[config.mk]
export PLATFORM = sky130hd
export DESIGN_NAME = uart_tx_frame_feeder_flat
export DESIGN_NICKNAME = d
export VERILOG_FILES = /design/src/rtl/uart_tx_frame_feeder_if.sv /design/src/rtl/uart_tx_frame_feeder.sv /design/src/flat_wrapper.sv
export SDC_FILE = /design/constraint.sdc
export NUM_CORES = 1
export LEC_CHECK = 0
export ABC_CLOCK_PERIOD_IN_PS = 4500
export CAP_MARGIN = 25
export CORE_UTILIZATION = 59
export CTS_BUF_LIST = sky130_fd_sc_hd__clkbuf_4
export CTS_CLUSTER_SIZE = 24
export DETAILED_ROUTE_END_ITERATION = 16
export PLACE_DENSITY = 0.79
export SETUP_SLACK_MARGIN = 0.02
export SLEW_MARGIN = 25
export SYNTH_ARGS = -nofsm -noshare
export SYNTH_HDL_FRONTEND = slang
export SYNTH_SLANG_ARGS = --single-unit
export TNS_END_PERCENT = 10
[constraint.sdc]
create_clock -name clockIN -period 4.5 [get_ports clockIN]
set_input_delay 0.675 -clock clockIN [delete_from_list [all_inputs] [get_ports clockIN]]
set_output_delay 0.675 -clock clockIN [all_outputs]
set_load 0.02 [all_outputs]
[src/rtl/uart_tx_frame_feeder_if.sv]
// uart_tx_frame_feeder_if: host byte/command side and transmitter load/idle handshake of the frame feeder
interface uart_tx_frame_feeder_if #(parameter int FIFO_DEPTH = 64);
  localparam int CW = $clog2(FIFO_DEPTH) + 1;
  logic [7:0] wrDataIN;
  logic wrEnIN;
  logic frameSendIN;
  logic [CW-1:0] fifoCountOUT;
  logic fifoFullOUT;
  logic ovfOUT;
  logic busyOUT;
  logic frameDoneOUT;
  logic [7:0] txDataOUT;
  logic txLoadOUT;
  logic txIdleIN;
  modport master(
    output wrDataIN, wrEnIN, frameSendIN, txIdleIN,
    input fifoCountOUT, fifoFullOUT, ovfOUT, busyOUT, frameDoneOUT, txDataOUT, txLoadOUT
  );
  modport slave(
    input wrDataIN, wrEnIN, frameSendIN, txIdleIN,
    output fifoCountOUT, fifoFullOUT, ovfOUT, busyOUT, frameDoneOUT, txDataOUT, txLoadOUT
  );
endinterface

[src/rtl/uart_tx_frame_feeder.sv]
// uart_tx_frame_feeder: buffers host bytes and emits SYNC, LEN, payload, CSUM frames over the UART load/idle handshake
module uart_tx_frame_feeder #(
  parameter int FIFO_DEPTH = 64,
  parameter logic [7:0] SYNC_BYTE = 8'hAA
) (
  input logic clockIN,
  input logic nTxResetIN,
  uart_tx_frame_feeder_if.slave bus
);
  localparam int AW = $clog2(FIFO_DEPTH);
  localparam int CW = AW + 1;
  localparam logic [1:0] IDLE = 2'd0, ISSUE = 2'd1, WAIT_BUSY = 2'd2, WAIT_IDLE = 2'd3;
  localparam logic [1:0] HDR = 2'd0, LEN = 2'd1, DATA = 2'd2, CSUM = 2'd3;
  logic [7:0] mem [FIFO_DEPTH];
  logic [AW-1:0] wrPtr, rdPtr;
  logic [CW-1:0] count;
  logic [1:0] state, field;
  logic [7:0] lenQ, remQ, csum, head, issueByte, txData;
  logic full, push, pop, ovf, busy, done, txLoad;
  assign full = count == CW'(FIFO_DEPTH);
  assign head = mem[rdPtr];
  assign push = bus.wrEnIN && !full;
  assign pop = state == ISSUE && bus.txIdleIN && field == DATA;
  assign issueByte = field == HDR ? SYNC_BYTE : field == LEN ? lenQ : field == DATA ? head : csum;
  assign bus.fifoCountOUT = count;
  assign bus.fifoFullOUT = full;
  assign bus.ovfOUT = ovf;
  assign bus.busyOUT = busy;
  assign bus.frameDoneOUT = done;
  assign bus.txDataOUT = txData;
  assign bus.txLoadOUT = txLoad;
  always_ff @(posedge clockIN)
    if (push) mem[wrPtr] <= bus.wrDataIN;
  always_ff @(posedge clockIN or negedge nTxResetIN)
    if (!nTxResetIN) begin
      wrPtr <= '0;
      rdPtr <= '0;
      count <= '0;
      ovf <= 1'b0;
    end else begin
      if (push) wrPtr <= wrPtr + AW'(1);
      if (pop) rdPtr <= rdPtr + AW'(1);
      if (push != pop) count <= push ? count + CW'(1) : count - CW'(1);
      if (bus.wrEnIN && full) ovf <= 1'b1;
    end
  // remQ counts payload bytes still to issue; lenQ keeps the latched length for the LEN byte
  always_ff @(posedge clockIN or negedge nTxResetIN)
    if (!nTxResetIN) begin
      state <= IDLE;
      field <= HDR;
      lenQ <= '0;
      remQ <= '0;
      csum <= '0;
      busy <= 1'b0;
      done <= 1'b0;
      txData <= '0;
      txLoad <= 1'b0;
    end else begin
      txLoad <= 1'b0;
      done <= 1'b0;
      case (state)
        IDLE:
          if (bus.frameSendIN && count != '0) begin
            state <= ISSUE;
            field <= HDR;
            lenQ <= 8'(count);
            remQ <= 8'(count);
            csum <= '0;
            busy <= 1'b1;
          end
        ISSUE:
          if (bus.txIdleIN) begin
            txData <= issueByte;
            txLoad <= 1'b1;
            state <= WAIT_BUSY;
            if (field == LEN || field == DATA) csum <= csum + (field == LEN ? lenQ : head);
            if (field == DATA) remQ <= remQ - 8'd1;
          end
        WAIT_BUSY:
          if (!bus.txIdleIN) state <= WAIT_IDLE;
        default:
          if (bus.txIdleIN) begin
            state <= field == CSUM ? IDLE : ISSUE;
            field <= field == HDR ? LEN : (field == LEN || (field == DATA && remQ != '0)) ? DATA : CSUM;
            done <= field == CSUM;
            busy <= field != CSUM;
          end
      endcase
    end
endmodule
[src/flat_wrapper.sv]
// flat-port wrapper written by rule: the top's interface ports become plain ports
module uart_tx_frame_feeder_flat 
#(
  parameter int FIFO_DEPTH = 64,
  parameter logic [7:0] SYNC_BYTE = 8'hAA
)
  (clockIN, nTxResetIN, bus_wrDataIN, bus_wrEnIN, bus_frameSendIN, bus_txIdleIN, bus_fifoCountOUT, bus_fifoFullOUT, bus_ovfOUT, bus_busyOUT, bus_frameDoneOUT, bus_txDataOUT, bus_txLoadOUT);
  uart_tx_frame_feeder_if #(.FIFO_DEPTH(FIFO_DEPTH)) bus_i ();
  input logic clockIN;
  input logic nTxResetIN;
  input wire logic [$bits(bus_i.wrDataIN)-1:0] bus_wrDataIN;
  input wire logic [$bits(bus_i.wrEnIN)-1:0] bus_wrEnIN;
  input wire logic [$bits(bus_i.frameSendIN)-1:0] bus_frameSendIN;
  input wire logic [$bits(bus_i.txIdleIN)-1:0] bus_txIdleIN;
  output wire logic [$bits(bus_i.fifoCountOUT)-1:0] bus_fifoCountOUT;
  output wire logic [$bits(bus_i.fifoFullOUT)-1:0] bus_fifoFullOUT;
  output wire logic [$bits(bus_i.ovfOUT)-1:0] bus_ovfOUT;
  output wire logic [$bits(bus_i.busyOUT)-1:0] bus_busyOUT;
  output wire logic [$bits(bus_i.frameDoneOUT)-1:0] bus_frameDoneOUT;
  output wire logic [$bits(bus_i.txDataOUT)-1:0] bus_txDataOUT;
  output wire logic [$bits(bus_i.txLoadOUT)-1:0] bus_txLoadOUT;
  assign bus_i.wrDataIN = bus_wrDataIN;
  assign bus_i.wrEnIN = bus_wrEnIN;
  assign bus_i.frameSendIN = bus_frameSendIN;
  assign bus_i.txIdleIN = bus_txIdleIN;
  assign bus_fifoCountOUT = bus_i.fifoCountOUT;
  assign bus_fifoFullOUT = bus_i.fifoFullOUT;
  assign bus_ovfOUT = bus_i.ovfOUT;
  assign bus_busyOUT = bus_i.busyOUT;
  assign bus_frameDoneOUT = bus_i.frameDoneOUT;
  assign bus_txDataOUT = bus_i.txDataOUT;
  assign bus_txLoadOUT = bus_i.txLoadOUT;
  uart_tx_frame_feeder #(.FIFO_DEPTH(FIFO_DEPTH), .SYNC_BYTE(SYNC_BYTE)) u_core (.clockIN(clockIN), .nTxResetIN(nTxResetIN), .bus(bus_i));
endmodule
# Word level (Yosys, flattened, before mapping)
# Memory sizes are Yosys's and may differ from the RTL's.
# Cells that the tools add are included.
[op_classes]
eq_ne = 13
bitwise = 1
add_sub_neg = 6
mux = 33
reduce_logical = 24
[ops]
columns = ["op", "count"]
rows = [
  ["$mux 8", 10],
  ["$pmux 8 s2", 2],
  ["$mux 2", 7],
  ["$add 6x1->6 const B", 2],
  ["$reduce_and 4->1", 3],
  ["$mux 1", 10],
  ["$ne 2x2->1 const B", 5],
  ["$add 8x8->8", 1],
  ["$reduce_bool 8->1", 1],
  ["$sub 8x1->8 const B", 1],
  ["$add 7x1->7 const B", 1],
  ["$eq 7x7->1 const B", 1],
  ["$mux 7", 1],
  ["$reduce_bool 7->1", 1],
  ["$sub 7x1->7 const B", 1],
  ["$eq 2x2->1 const B", 3],
  ["$logic_and 1x1->1", 6],
  ["$pmux 2 s3", 1],
  ["$eq 2x1->1 const B", 2],
  ["$logic_not 2->1", 2],
  ["$pmux 2 s2", 1],
  ["$reduce_and 2->1", 2],
  ["$reduce_bool 2->1", 2],
  ["$reduce_and 3->1", 1],
  ["other kinds (9)", 10],
]
[word_totals]
out_inout_bits = 20
ramBits = 512
mem_count = 1
elab_cells = 91
input_bits = 13
register_bits = 58
[mem_list]
columns = ["name", "depth", "word_bits", "read_ports", "rd_clocked_by_memory_dff", "write_ports", "line_no", "source"]
rows = [
  ["u_core.mem", 64, 8, 1, 0, 1, "uart_tx_frame_feeder.sv:14", "logic [7:0] mem [FIFO_DEPTH];"],
]

# Logic depth before layout (Yosys ltp)
# Gate-level depths: netlist (run 1).
[depth]
depth_word = 7
depth_mapped = 16
depth_no_buf = 13

# Least setup slack after synthesis (run 1)
# No wires, ideal clock.
[synth_timing]
path_type = "reg2reg"
start = "reg u_core.rdPtr[1]"
end = "reg u_core.csum[7]"
stages_incl_launch_ff = 15
required_ns = 4.374
arrival_ns = 4.191
synth_period_minus_slack_ns = 4.317
setup_ns = 0.126
path_buffers = 2
setup_slack_ns = 0.183
cell_sequence = "dfrtp_1 clkbuf_1 clkbuf_1 mux4_2 mux4_2 mux4_2 mux2_2 ha_1 a21o_1 a21oi_1 o21bai_1 a2111oi_0 nor3_1 o21bai_1 nand3_1"
[synth_via]
elab_chain_cells = 6
[synth_lines]
columns = ["element", "line_no", "source"]
rows = [
  ["from (decl)", "uart_tx_frame_feeder.sv:15", "logic [AW-1:0] wrPtr, rdPtr;"],
  ["from (signal assigned)", "uart_tx_frame_feeder.sv:42", "if (pop) rdPtr <= rdPtr + AW'(1);"],
  ["$mem_v2 64x8", "n/a", ""],
  ["$mux 8", "uart_tx_frame_feeder.sv:76", "if (field == LEN || field == DATA) csum <= csum + (field == LEN ? lenQ : head);"],
  ["$add 8x8->8", "uart_tx_frame_feeder.sv:76", ""],
  ["$mux 8", "uart_tx_frame_feeder.sv:76", ""],
  ["$mux 8", "uart_tx_frame_feeder.sv:72", "if (bus.txIdleIN) begin"],
  ["$pmux 8 s2", "uart_tx_frame_feeder.sv:61", "case (state)"],
  ["to (signal assigned)", "uart_tx_frame_feeder.sv:76", ""],
  ["to (decl)", "uart_tx_frame_feeder.sv:18", "logic [7:0] lenQ, remQ, csum, head, issueByte, txData;"],
]
# Every way passes these cells. The select of a mux whose other input is x is not followed.
# A chain may end at the register's enable or synchronous reset.

# Worst setup path after layout (run 1)
[layout_timing]
start = "reg u_core.rdPtr[0]"
end = "reg u_core.csum[6]"
# The elaborated chain is that of the path after synthesis.

==> results of run 1 <==
[synth_stat cells (all sizes together) (3+ instances only)]
cell	n	area share
mux2	14	0.0068
and3	4	0.0011
a222oi	3	0.0013
nor2b	4	0.0011
a31oi	5	0.0014
o21bai	5	0.0016
or3	6	0.0016
buf	29	0.0082
edfxtp	512	0.66
o22a	3	0.0011
dfrtp	58	0.063
mux2i	5	0.0022
a21oi	19	0.0041
a21o	6	0.0019
xnor2	14	0.0053
inv	21	0.0034
nand3b	7	0.0023
clkbuf	29	0.0047
ha	25	0.014
nand4	5	0.0014
nand2	53	0.0086
nor3	11	0.0024
nand3	12	0.0026
xor2	6	0.0023
nor2	96	0.016
o21ai	31	0.0067
o22ai	9	0.0024
mux4	162	0.16
[power groups by stage]
stage,registers [W],clock network (W),logic [W]
6_report,0.00657,0.00423,0.00506
2_1_floorplan,0.00656,0,0.00353
3_5_place_dp,0.00667,0,0.00500
4_1_cts,0.00656,0.00432,0.00502
3_3_place_gp,0.00665,0,0.00488
5_1_grt,0.00660,0.00459,0.00544
[worst max-delay path by stage]
stage / slack [ns] / endpoint
finish: 0.19 / u_core.csum[6]
global route: 0.008 / u_core.csum[6]
CTS: 0.07 / u_core.csum[7]
detailed placement: 0.07 / u_core.csum[7]
global placement: 0.07 / u_core.csum[7]
floorplan: 0.18 / u_core.csum[7]
[cell usage in the layout (no fill, tap or decap), types with 4 or more instances in the layout]
master             n
edfxtp_1         512
clkbuf_4         198
mux4_2           162
nor2_1            96
dfrtp_1           54
nand2_1           53
buf_4             48
o21ai_0           29
clkinv_1          28
ha_1              25
clkdlybuf4s50_1   23
inv_1             21
a21oi_1           18
mux2_2            14
xnor2_1           14
nand3_1           12
nor3_1            11
o22ai_1            9
buf_12             8
nand3b_1           7
or3_1              6
a21o_1             6
xor2_1             6
nand4_1            5
a31oi_1            5
o21bai_1           5
mux2i_1            5
clkinv_2           5
nor2b_1            4
and3_1             4
inv_2              4
bufinv_16          4
buf_2              4
[critical path, delay by kind of cell (launching register included)]
kind                       cells  cell delay [ns]
and+or+nand+nor                2             0.23
buffers and inverters          1             0.24
xor gates and xnor gates       1             0.15
adders and majority gates      2             0.65
DFF                            1             0.55
AOI/OAI and AO/OA              4             0.53
muxes                          4             1.83
[repair_timing]
action,CTS,global route
hold endpoints to repair,27,0
resized for setup,0,4
setup endpoints to repair,0,2
buffers inserted,0,1
hold buffers,1,0
[layer usage]
layer	part of all wire	vias up	track usage
li1	-	5228	-
met4	0.026	2	0.106
met1	0.39	6273	0.346
met5	0.00023	-	0
met3	0.090	91	0.0627
met2	0.49	650	0.396
[kinds of logic (layout without fill, tap and decap cells)]
kind of cell / count (synthesis) / count (layout) / share of synthesized area
fa+ha+maj: 27 / 27 / 0.0153
flops: 570 / 570 / 0.728
compound gates: 96 / 96 / 0.0265
simple gates: 209 / 209 / 0.0399
other cells: 0 / 1 / 0
buf+inv: 80 / 349 / 0.0164
xor+xnor: 20 / 20 / 0.00757
mux: 181 / 181 / 0.167
[sequential cells by signal, indices dropped and copies added, names as in the netlist]
signal                   cells
u_core.bus.ovfOUT            1
u_core.bus.frameDoneOUT      1
u_core.wrPtr                 6
u_core.csum                  8
u_core.mem                 512
u_core.state                 2
u_core.bus.busyOUT           1
u_core.bus.txDataOUT         8
u_core.remQ                  8
u_core.lenQ                  7
u_core.bus.txLoadOUT         1
u_core.rdPtr                 6
u_core.bus.fifoCountOUT      7
u_core.field                 2
[final cells by class]
| cell class | instances | area share |
|---|---|---|
| well taps | 518 | 0.0248 |
| diodes | 1 | 0.0000958 |
| flip-flops and latches | 570 | 0.645 |
| repair buffers | 86 | 0.0319 |
| multi-input cells | 533 | 0.227 |
| inverters | 22 | 0.00316 |
| clock buffers | 198 | 0.0569 |
| clock inverters | 43 | 0.0109 |
[metrics by stage]
stage / hold WS, ns / util / instance area [µm²]
2_1_floorplan: 0.379 / - / 23100
3_3_place_gp: 0.440 / 0.628 / 24300
3_5_place_dp: 0.447 / 0.628 / 24300
4_1_cts: 0.376 / 0.674 / 26000
5_1_grt: 0.374 / 0.676 / 26100
6_report: 0.418 / 0.676 / 26100
==> flow_metrics.env, run 1 <==
export IMPL_min_period_over_period=0.957
export IMPL_ir_worst_vdd_v=0.000331
export IMPL_drv_slew=0
export IMPL_grt_max_degree=65
export IMPL_hold_class="input pin to flop"
export IMPL_rr_worst_depth=14
export IMPL_syn_avg_cell_area_um2=19.5
export IMPL_wl_um=48500
export IMPL_r2r_slack_ns=0.19
export IMPL_total_power_w=0.0159
export IMPL_dr_pass1_iters=6
export IMPL_hold_viol=0
export IMPL_first_iter_violations=1163
export IMPL_max_stage_delay_ns=0.56
export IMPL_place_ws_ns=0.0662
export IMPL_start_kind="flop"
export IMPL_timing_rr_end="u_core.csum[6]"
export IMPL_grt_pass1_vias=12136
export IMPL_cts_tree="built"
export IMPL_end_kind="flop"
export IMPL_cts_buffer_depth=3
export IMPL_nNetsFinal=1396
export IMPL_overflow=0
export IMPL_port_buffers=32
export IMPL_fp_coreArea_mm2=0.0386
export IMPL_cp_data_arrival_time_ns=5.00
export IMPL_fin_crit_ns=4.31
export IMPL_clock_root_buffer="clkbuf_4"
export IMPL_num_fill_cells=2444
export IMPL_crit_required_ns=5.19
export IMPL_worstSetupStartpoint="u_core.rdPtr[0]"
export IMPL_critPathKind="flop to flop"
export IMPL_clkTransAtPathRegs_ns=0.07
export IMPL_crit_fanout=22
export IMPL_start_util=0.598
export IMPL_syn_inst=1183
export IMPL_hp_start="bus_wrDataIN[0]"
export IMPL_synthFlopType="edfxtp_1"
export IMPL_leakagePower_nw=8.78
export IMPL_die_w_um=200
export IMPL_wire_per_inst_um=24.6
export IMPL_setup_ws_ns=0.194
export IMPL_power_density_mw_per_mm2=608
export IMPL_hpwlAfterDp_um=30000
export IMPL_finClkSkew_ns=0.0452
export IMPL_synth_nets=1223
export IMPL_synth_edff_count=512
export IMPL_power_frac_comb=0.319
export IMPL_tns_ns=0
export IMPL_synth_cell_types=54
export IMPL_ant_nets=0
export IMPL_yosysSeqAreaShare=0.728
export IMPL_rsz0062_at_grt="yes"
export IMPL_tightest_slew_ns=1.14
export IMPL_die_h_um=200
export IMPL_layout_drive_gt1_share=0.320
export IMPL_cp_slowest_cell="mux4_2"
export IMPL_multi_input_area_mm2=0.00594
export IMPL_dp_cells=1726
export IMPL_p_sw_w=0.00495
export IMPL_synth_seq_cells=570
export IMPL_vias_per_cell=6.21
export IMPL_antenna_found_initial=2
export IMPL_clock_power_share=0.267
export IMPL_synth_area_mm2=0.0231
export IMPL_holdPathStages=1
export IMPL_cap_violations=0
export IMPL_yosys_warnings=0
export IMPL_area_growth_pct=12.9
export IMPL_clock_sinks=570
export IMPL_num_rows=72
export IMPL_holdPathEnd="u_core.mem[57][0]"
export IMPL_htreeDepth=4
export IMPL_groute_usage_overall=0.253
export IMPL_num_vias=12244
export IMPL_die_area_mm2=0.0400
export IMPL_cts_buffers=143
export IMPL_gp_congestion=0.865
export IMPL_relSlewSlack=0.220
export IMPL_final_cells=1971
export IMPL_timing_fmax_mhz=232
export IMPL_io_pins=33
export IMPL_r2r_start="u_core.rdPtr[0]"
export IMPL_path_common_cell="mux4_2"
export IMPL_p_sw_frac=0.312
export IMPL_p_int_w=0.0109
export IMPL_drc=0
export IMPL_seq_power_share=0.414
export IMPL_setup_viol=0
export IMPL_path_cells="buf_12 -> mux4_2 -> mux4_2 -> mux4_2 -> mux2_2 -> ha_1 -> fa_1 -> a21oi_1 -> nor2_1 -> nor2_1 -> o21bai_1 -> a21oi_1 -> xor2_1 -> o21ai_0"
export IMPL_status="complete, no violations"
export IMPL_async_reset_ff_frac=0.102
export IMPL_clkLatencyLatePin_ns=0.81
export IMPL_regArea_mm2=0.0168
export IMPL_grt_pass1_wl_um=72500
Note: power is estimated with default switching activity, not from simulation.
==> run 2, diff against run 1 <==
- ABC_AREA: not set -> 1
- CORE_ASPECT_RATIO: not set -> 0.6
- PLACE_DENSITY: 0.79 -> 0.75
==> flow_metrics.env, run 2 <==
export IMPL_synth_area_mm2=0.0241
export IMPL_cts_resized=0
export IMPL_grt_max_degree=111
export IMPL_dr_pass1_iters=5
export IMPL_clkLatencyLatePin_ns=0.89
export IMPL_die_h_um=159
export IMPL_cts_buffer_depth=3
export IMPL_hpwlAfterDp_um=38700
export IMPL_ant_nets=0
export IMPL_cp_data_arrival_time_ns=4.90
export IMPL_whs_ns=0.303
export IMPL_async_reset_ff_frac=0.102
export IMPL_crit_required_ns=5.24
export IMPL_clock_sinks=570
export IMPL_io_pins=33
export IMPL_hold_viol=0
export IMPL_path_buf_inv=1
export IMPL_synth_seq_cells=570
export IMPL_synth_nets=2119
export IMPL_grt_pass1_vias=16234
export IMPL_leakagePower_nw=9.86
export IMPL_area_growth_pct=10.7
export IMPL_cts_buffers=121
export IMPL_relSlewSlack=0.373
export IMPL_num_rows=56
export IMPL_max_stage_delay_ns=0.60
export IMPL_die_w_um=263
export IMPL_crit_fanout=110
export IMPL_largest_register="u_core.mem"
export IMPL_port_buffers=32
export IMPL_tns_ns=0
export IMPL_gp_congestion=0.936
export IMPL_wl_um=63200
export IMPL_fin_crit_ns=4.16
export IMPL_syn_avg_cell_area_um2=11.6
export IMPL_drc=0
export IMPL_final_cell_mix="edfxtp_1, nand2_1, nor2_1, clkbuf_4, o21ai_0"
export IMPL_start_util=0.609
export IMPL_vias_per_cell=6.06
export IMPL_die_area_mm2=0.0417
export IMPL_end_kind="flop"
export IMPL_largest_reg_flops=512
export IMPL_timing_fmax_mhz=241
export IMPL_path_common_cell="nand2_1"
export IMPL_start_kind="flop"
export IMPL_synth_common_cells="edfxtp_1, nand2_1, nor2_1"
export IMPL_cts_tree="built"
export IMPL_critPathKind="flop to flop"
export IMPL_rsz0062_at_grt="no"
export IMPL_stdcell_area_mm2=0.0267
export IMPL_overflow=0
export IMPL_placed_area_mm2=0.0251
export IMPL_finClkSkew_ns=0.0649
export IMPL_synth_cell_types=39
export IMPL_syn_inst=2079
export IMPL_grt_pass1_wl_um=95600
export IMPL_htreeDepth=3
export IMPL_power_density_mw_per_mm2=628
export IMPL_nNetsFinal=2260
export IMPL_antenna_found_initial=1
export IMPL_clock_root_buffer="clkbuf_4"
export IMPL_setup_viol=0
export IMPL_path_cells="inv_6 -> o21ai_0 -> o211ai_1 -> nand3_1 -> a21oi_1 -> nand2_1 -> nand2_1 -> nand2_1 -> nand2_1 -> ha_1 -> nand3_1 -> nand2_1 -> nand2_1 -> nand2_1 -> a21oi_1 -> nand2b_1 -> nand2_1 -> a21oi_1 -> nand3_1 -> nand3_1 -> nand2_1"
export IMPL_min_period_over_period=0.924
export IMPL_netlist_top_cell_by_area="edfxtp_1"
export IMPL_synth_top_area_frac=0.637
export IMPL_layout_drive_gt1_share=0.137
export IMPL_drv_slew=0
export IMPL_synth_most_common_cell="edfxtp_1"
export IMPL_cp_slowest_cell="inv_6"
export IMPL_yosys_warnings=0
export IMPL_wire_per_inst_um=22.2
export IMPL_hold_class="input pin to flop"
export IMPL_synth_area_leaders="edfxtp_1, dfrtp_1, nand2_1"
export IMPL_final_common_cell="edfxtp_1"
export IMPL_yosysSeqAreaShare=0.697
export IMPL_tightest_slew_ns=0.941
export IMPL_cp_top_family="simple AND/OR/NAND/NOR gates"
export IMPL_synth_edff_count=512
export IMPL_post_cts_setup_buffers=0
export IMPL_groute_usage_overall=0.306
export IMPL_num_vias=17229
export IMPL_clkTransAtPathRegs_ns=0.09
export IMPL_fp_coreArea_mm2=0.0397
export IMPL_cap_violations=0
export IMPL_hold_buffers=1
export IMPL_synthFlopType="edfxtp_1"
export IMPL_ir_worst_vdd_v=0.000460
export IMPL_first_iter_violations=2667
export IMPL_status="complete, no violations"
==> run 2: layout make-up <==
class	instances	area, µm²
multi-input cells	1313	6270
clock buffers	190	1430
flip-flops and latches	570	16800
fillers	2864	12900
diodes	1	2.50
inverters	84	320
well taps	522	653
repair buffers	130	1080
clock inverters	31	136
==> run 2: worst register-to-register path, delay by kind of cell, from the launching register on <==
kind            cells  cell delay (ns)
fa+ha+maj           1             0.24
buf+inv             1             0.61
flops               1             0.59
compound gates      5             1.20
simple gates       14             1.42
==> run 2: report_power, final <==
group	internal [W]	switching, W	leakage (nW)
Sequential	0.00617	0.000344	5.32
Combinational	0.00196	0.00439	3.61
Clock	0.00191	0.00200	0.935
Total	0.0100	0.00674	9.86
==> run 2: stage by stage <==
stage | utilization | setup slack [ns] | total power [W] | cells
finish | 0.674 | 0.343 | 0.0168 | 2841
global route | 0.674 | 0.0944 | 0.0177 | 2841
CTS | 0.674 | 0.515 | 0.0166 | 2840
detailed placement | 0.634 | 0.533 | 0.0128 | 2618
global placement | 0.634 | 0.638 | 0.0126 | 2618
floorplan | - | 1.59 | 0.0109 | 2079
==> run 2: cell families after synthesis <==
family                   after synthesis  synth area share
buffers and inverters                196            0.0433
flip-flops                           570             0.697
AO/OA/AOI/OAI                        383            0.0894
XOR/XNOR                              19           0.00690
AND/OR/NAND/NOR                      884             0.149
adder cells (fa/ha/maj)               27            0.0146
==> run 2: metal layers <==
layer / vias to the layer above / wire length (µm) / GRT usage
li1: 7724 / - / -
met1: 8233 / 26900 / 0.459
met2: 1132 / 26900 / 0.441
met3: 140 / 7750 / 0.0727
met4: 0 / 1600 / 0.104
met5: - / 0 / 0
==> run 2: final timing paths <==
check,endpoint,from,cells after the start,slack (ns)
max,u_core.csum[7],u_core.rdPtr[0],21,0.34
min,u_core.mem[36][1],bus_wrDataIN[1],1,0.30
max reg2reg,u_core.csum[7],u_core.rdPtr[0],21,0.34
min reg2reg,u_core.bus.ovfOUT,u_core.bus.ovfOUT,1,0.47
max in group asynchronous,u_core.remQ[5],nTxResetIN,3,3.17
min in group asynchronous,u_core.rdPtr[5],nTxResetIN,2,0.43
==> run 3, diff against run 2 <==
- GPL_TIMING_DRIVEN: not set -> 1
==> results of run 3 <==
No change in the layout: final DEF, timing and power equal those of run 2.
